`config.mk`:
```
export PLATFORM = sky130hd
export DESIGN_NAME = vc_dest_arbiter
export DESIGN_NICKNAME = d
export VERILOG_FILES = /design/src/rtl/vc_dest_arbiter.sv
export SDC_FILE = /design/constraint.sdc
export NUM_CORES = 1
export LEC_CHECK = 0
export ABC_AREA = 0
export BUFFER_PORTS_ARGS = -buffer_cell sky130_fd_sc_hd__buf_2
export CORE_MARGIN = 1.5
export CORE_UTILIZATION = 55
export CTS_BUF_LIST = sky130_fd_sc_hd__clkbuf_4
export DETAILED_ROUTE_END_ITERATION = 6
export PLACE_DENSITY_LB_ADDON = 0.12
export SETUP_SLACK_MARGIN = 0.2
export SLEW_MARGIN = 20
export SYNTH_ARGS = -nofsm -noshare
export SYNTH_HDL_FRONTEND = slang
export SYNTH_SLANG_ARGS = --single-unit
```
`constraint.sdc`:
```
create_clock -name clk -period 4.3 [get_ports clk]
set_clock_uncertainty 0.1 [all_clocks]
set_input_delay 0.43 -clock clk [delete_from_list [all_inputs] [get_ports clk]]
set_output_delay 0.43 -clock clk [all_outputs]
set_load 0.005 [all_outputs]
```
`src/rtl/vc_dest_arbiter.sv`:
```
// ---------------------------------------------------------------------------
// vc_dest_arbiter
//
// Sits behind the VC0/VC1 virtual-channel FIFOs. Each cycle it picks at most
// one VC head, routes the word by bit [4] into one of two internal
// destination FIFOs (D0/D1), and serves registered reads from those FIFOs.
//
// Word format (DATA_W = 6): [5] VC, [4] destination (0 -> D0, 1 -> D1),
// [3:0] payload.
//
// Ports:
//   clk, reset_L             clock, asynchronous active-low reset
//   init, umbral_D0/D1       latch almost-full thresholds (0 means DEPTH)
//   vc0_data/empty/pop       VC0 FIFO head (first-word-fall-through) + pop
//   vc1_data/empty/pop       VC1 FIFO head + pop
//   pop_D0/pop_D1            read requests for the destination FIFOs
//   data_out0/1, valid_out0/1  registered read data, one-cycle valid pulse
//   D0/D1_empty, D0/D1_almost_full  destination FIFO status
//   error_out                sticky pop-on-empty flag, cleared only by reset
//
// Build option: define VC_RR_ARB_EN for round-robin arbitration between the
// two VCs; otherwise VC0 has fixed priority.
// ---------------------------------------------------------------------------
module vc_dest_arbiter #(
    parameter int DATA_W = 6,
    parameter int DEPTH  = 4,
    parameter int ADDR_W = 2
) (
    input  logic              clk,
    input  logic              reset_L,
    input  logic              init,
    input  logic [1:0]        umbral_D0,
    input  logic [1:0]        umbral_D1,
    input  logic [DATA_W-1:0] vc0_data,
    input  logic              vc0_empty,
    output logic              vc0_pop,
    input  logic [DATA_W-1:0] vc1_data,
    input  logic              vc1_empty,
    output logic              vc1_pop,
    input  logic              pop_D0,
    input  logic              pop_D1,
    output logic [DATA_W-1:0] data_out0,
    output logic [DATA_W-1:0] data_out1,
    output logic              valid_out0,
    output logic              valid_out1,
    output logic              D0_empty,
    output logic              D1_empty,
    output logic              D0_almost_full,
    output logic              D1_almost_full,
    output logic              error_out
);

    localparam int CNT_W = ADDR_W + 1;

    logic [1:0]        pop_req;
    logic [1:0]        umbral_in [2];
    logic [1:0]        almost_full;
    logic [1:0]        empty;
    logic [1:0]        rd_err;
    logic [1:0]        dvalid;
    logic [DATA_W-1:0] dout [2];
    logic [DATA_W-1:0] wr_data;
    logic              elig0;
    logic              elig1;
    logic              grant0;
    logic              grant1;
    logic              error_reg;

    assign pop_req      = {pop_D1, pop_D0};
    assign umbral_in[0] = umbral_D0;
    assign umbral_in[1] = umbral_D1;

    // A head may only go if its own target FIFO has room below threshold.
    assign elig0 = !vc0_empty && !almost_full[vc0_data[4]];
    assign elig1 = !vc1_empty && !almost_full[vc1_data[4]];

`ifdef VC_RR_ARB_EN
    // 1 = VC1 was granted last; resets to VC1 so VC0 wins the first tie.
    logic last_grant_reg;

    always_comb begin
        grant0 = elig0 && (!elig1 || last_grant_reg);
        grant1 = elig1 && (!elig0 || !last_grant_reg);
    end

    always_ff @(posedge clk or negedge reset_L) begin
        if (!reset_L) begin
            last_grant_reg <= 1'b1;
        end else if (vc0_pop) begin
            last_grant_reg <= 1'b0;
        end else if (vc1_pop) begin
            last_grant_reg <= 1'b1;
        end
    end
`else
    always_comb begin
        grant0 = elig0;
        grant1 = elig1 && !elig0;
    end
`endif

    // Pops are forced low while reset is held, independent of the clock.
    assign vc0_pop = reset_L && grant0;
    assign vc1_pop = reset_L && grant1;
    assign wr_data = vc0_pop ? vc0_data : vc1_data;

    genvar gi;
    generate
        for (gi = 0; gi < 2; gi++) begin : g_dest
            logic [DATA_W-1:0] mem [DEPTH];
            logic [ADDR_W-1:0] wr_ptr_reg;
            logic [ADDR_W-1:0] rd_ptr_reg;
            logic [CNT_W-1:0]  count_reg;
            logic [CNT_W-1:0]  count_next;
            logic [CNT_W-1:0]  thr_eff;
            logic [1:0]        thr_reg;
            logic [DATA_W-1:0] data_out_reg;
            logic              valid_reg;
            logic              wr;
            logic              rd;

            // Threshold code 0 stands for a completely full FIFO.
            assign thr_eff = (thr_reg == 2'd0) ? CNT_W'(DEPTH) : CNT_W'(thr_reg);

            assign wr = (vc0_pop && (vc0_data[4] == 1'(gi))) ||
                        (vc1_pop && (vc1_data[4] == 1'(gi)));
            // Reads only ever see stored words; an empty FIFO never
            // forwards a same-cycle write.
            assign rd = pop_req[gi] && (count_reg != '0);

            assign count_next      = count_reg + CNT_W'(wr) - CNT_W'(rd);
            assign almost_full[gi] = (count_reg >= thr_eff);
            assign empty[gi]       = (count_reg == '0);
            assign rd_err[gi]      = pop_req[gi] && (count_reg == '0);
            assign dvalid[gi]      = valid_reg;
            assign dout[gi]        = data_out_reg;

            // Storage needs no reset: clearing the pointers discards it.
            always_ff @(posedge clk) begin
                if (wr) begin
                    mem[wr_ptr_reg] <= wr_data;
                end
            end

            always_ff @(posedge clk or negedge reset_L) begin
                if (!reset_L) begin
                    wr_ptr_reg   <= '0;
                    rd_ptr_reg   <= '0;
                    count_reg    <= '0;
                    thr_reg      <= 2'd3;
                    data_out_reg <= '0;
                    valid_reg    <= 1'b0;
                end else begin
                    if (init) begin
                        thr_reg <= umbral_in[gi];
                    end
                    if (wr) begin
                        wr_ptr_reg <= wr_ptr_reg + 1'b1;
                    end
                    if (rd) begin
                        rd_ptr_reg   <= rd_ptr_reg + 1'b1;
                        data_out_reg <= mem[rd_ptr_reg];
                    end
                    valid_reg <= rd;
                    count_reg <= count_next;
                end
            end
        end
    endgenerate

    always_ff @(posedge clk or negedge reset_L) begin
        if (!reset_L) begin
            error_reg <= 1'b0;
        end else if (|rd_err) begin
            error_reg <= 1'b1;
        end
    end

    assign data_out0      = dout[0];
    assign data_out1      = dout[1];
    assign valid_out0     = dvalid[0];
    assign valid_out1     = dvalid[1];
    assign D0_empty       = empty[0];
    assign D1_empty       = empty[1];
    assign D0_almost_full = almost_full[0];
    assign D1_almost_full = almost_full[1];
    assign error_out      = error_reg;

endmodule

```
==> out/metrics.yaml <==
finish:
  finalNonFillerCells: 367
  regMostFlops: "g_dest.mem"
  drive_gt1_share_pct: 38.3
  syn2layout_area_growth_pct: 11.3
  antenna_cells: 0
  nFillCells: 484
  nets: 328
  final-seq-area_um2: 2270
  largest_reg_flops: 48
  final_area_um2: 4190
  multiInputGateArea_um2: 1380
timing:
  rsz0062_at_grt: "false"
  setup_viol: 0
  min_period_ps: 3220
  slew_violations: 0
  fmax_ghz: 0.310
  slew_headroom_pct: 38.1
  tightest_slew_ps: 927
  hold_ws_ps: 132
  finalSetupTns_ps: 0
  fin_crit_sh_pct: 75.0
  finalHoldViolations: 0
grt:
  antenna_found_initial: 0
  grt_pass1_vias: 1965
  grt_max_degree: 33
  grt_pass1_wl_um: 10200
  grt-ovfl-total: 0
  grt.total_usage_pct: 18.7
worst_setup_path:
  crit_end: "g_dest[1].count_reg[2]"
  required_ps: 4530
  endpoint_kind: "register"
  worst-setup-path-type: "reg -> reg"
  cp_num_buf_inv: 3
  critPathLaunchType: "register"
  arrival_ps: 3460
  timing.rr.end: "g_dest[1].count_reg[2]"
  path_cells: "or2_2, ha_1, a21oi_2, o21ai_2, o31ai_4, inv_1, ha_1, inv_1, ha_1, inv_1, fa_1, xnor2_1, xnor2_1"
  path_depth: 13
  cpPeakStageDelay_ps: 420
  critPathLaunch: "g_dest[1].thr_reg[0]"
  crit_family: "adder cells"
  r2r-start: "g_dest[1].thr_reg[0]"
  cp_slowest_cell: "o31ai_4"
  r2r_cells: 13
  ff2ff_setup_slack_ps: 1080
  cp_max_fo: 7
route:
  drt_iter0_drc: 88
  postRouteWirelength_um: 6310
  antenna_left: 0
  num_vias: 2055
  wl_per_cell_um: 17.2
  via_per_inst: 5.60
  drc: 0
  firstDrtPassIters: 4
logic_synthesis:
  yosys.area.top_type_share_pct: 38.3
  synth_largest_area_cell: "edfxtp_1"
  synth_nets: 280
  synth_common_cells: "edfxtp_1 (48), dfrtp_1 (29), ha_1 (18)"
  synth_edf_count: 48
  ys.flop_type: "edfxtp_1"
  async_flop_share_pct: 40.7
  synth-seq-cells: 81
  yosysUniqueCellTypes: 54
  synth.area.top_cells: "edfxtp_1 (38%), dfrtp_1 (19%), mux4_2 (7.2%)"
  synth_cells: 237
  synth.most_common_cell: "edfxtp_1"
  yosys_warnings: 0
  syn_area_per_cell_um2: 15.9
  ys_seq_area_share_pct: 60.4
  syn_area_um2: 3760
pwr:
  leakagePower_nw: 1.65
  ir_drop_mv: 0.300
  powerDensity_nw_per_um2: 605
  p_total_mw: 2.54
clock_tree:
  clock_latency_ps: 410
  cts_hold_buf: 1
  post_cts_buffers: 0
  clkSinkCount: 81
  post_cts_resized: 0
  clkTransAtPathRegs_ps: 120
  cts_buffers: 9
  cts_buffer_depth: 2
  cts.root.buffer_cell: "clkbuf_4"
  cts_tree: "done"
  htreeDepth: 3
placement:
  dp.cells: 350
  io_buffers: 43
  detailedPlacementHpwl_um: 4510
  post_dp_cell_area_um2: 4040
  gp_congestion: 0.808
die:
  die_y_um: 85.7
  dieWidth_um: 85.7
  die_area_um2: 7350
  rows: 29
  io_pins: 44
  initial_core_util_pct: 57.9
  core_area_um2: 6490
run_status:
  status: "finished, final reports clean"
job:
  max_cap_violations: 0
worst_hold_path:
  min_path_type: "in -> reg"
-- how the worst min path moves through the flow --
stage	startpoint	endpoint	slack, ps	depth (start not counted)
final	umbral_D1[1]	g_dest[1].thr_reg[1]	130	3
after global routing	umbral_D1[1]	g_dest[1].thr_reg[1]	100	3
after CTS	umbral_D1[1]	g_dest[1].thr_reg[1]	100	3
after detailed placement	error_out	error_out	380	1
after global placement	error_out	error_out	370	1
after floorplan	reset_L	data_out0[0]	30	0
-- worst min-delay path, cell delays in order --
cell and delay, ps:
buf_2 70, nand2_1 40, o21ai_0 60
-- where the power goes --
group,switching [mW],internal (mW)
sequential,0.168,1.02
combinational,0.435,0.484
clock,0.250,0.182
-- layout make-up --
cell class / count / area share (%)
inverters: 18 / 1.67
multi-input cells: 129 / 32.8
repair buffers: 46 / 5.74
well taps: 77 / 2.30
flip-flops and latches: 81 / 54.3
clock buffers: 10 / 1.79
clock inverters: 6 / 1.40
-- per-stage QoR --
stage | setup slack (ps) | utilization (%)
global route | 888 | 64.5
detailed placement | 1100 | 62.3
CTS | 1040 | 64.5
floorplan | 1290 | -
finish | 1080 | 64.5
global placement | 1170 | 62.3
-- layer usage --
layer,vias to the layer above,GRT usage [%],share of wire (%),wire length (um)
met2,51,29.3,48,3050
met5,-,0,0,0
met4,0,5.28,0.67,42
met3,4,5.00,3.8,238
met1,1035,26.3,47,2980
li1,965,-,-,-
-- layout by cell type (no fill, tap or decap), types with 3 or more instances in the layout --
master / synthesis / final
ha_1: 18 / 18
mux2_1: 5 / 5
dfstp_2: 4 / 4
inv_1: 17 / 17
nor2b_1: 4 / 4
clkbuf_4: 0 / 10
nor2_1: 8 / 8
nand2_1: 11 / 11
mux2_2: 15 / 15
buf_2: 4 / 43
o21ai_0: 3 / 3
xnor2_1: 7 / 7
mux4_2: 12 / 12
and2_1: 4 / 4
dfrtp_1: 29 / 29
edfxtp_1: 48 / 48
-- cell families after synthesis --
family                     count (synthesis)  share of synthesized area [%]
adders and majority gates                 20                           7.05
buffers and inverters                     27                           3.09
xor gates and xnor gates                   9                           2.09
muxes                                     33                           13.6
DFF                                       81                           60.4
AOI/OAI and AO/OA                         25                           7.38
and+or+nand+nor                           42                           6.45
Power figures use the tool's default switching activity.
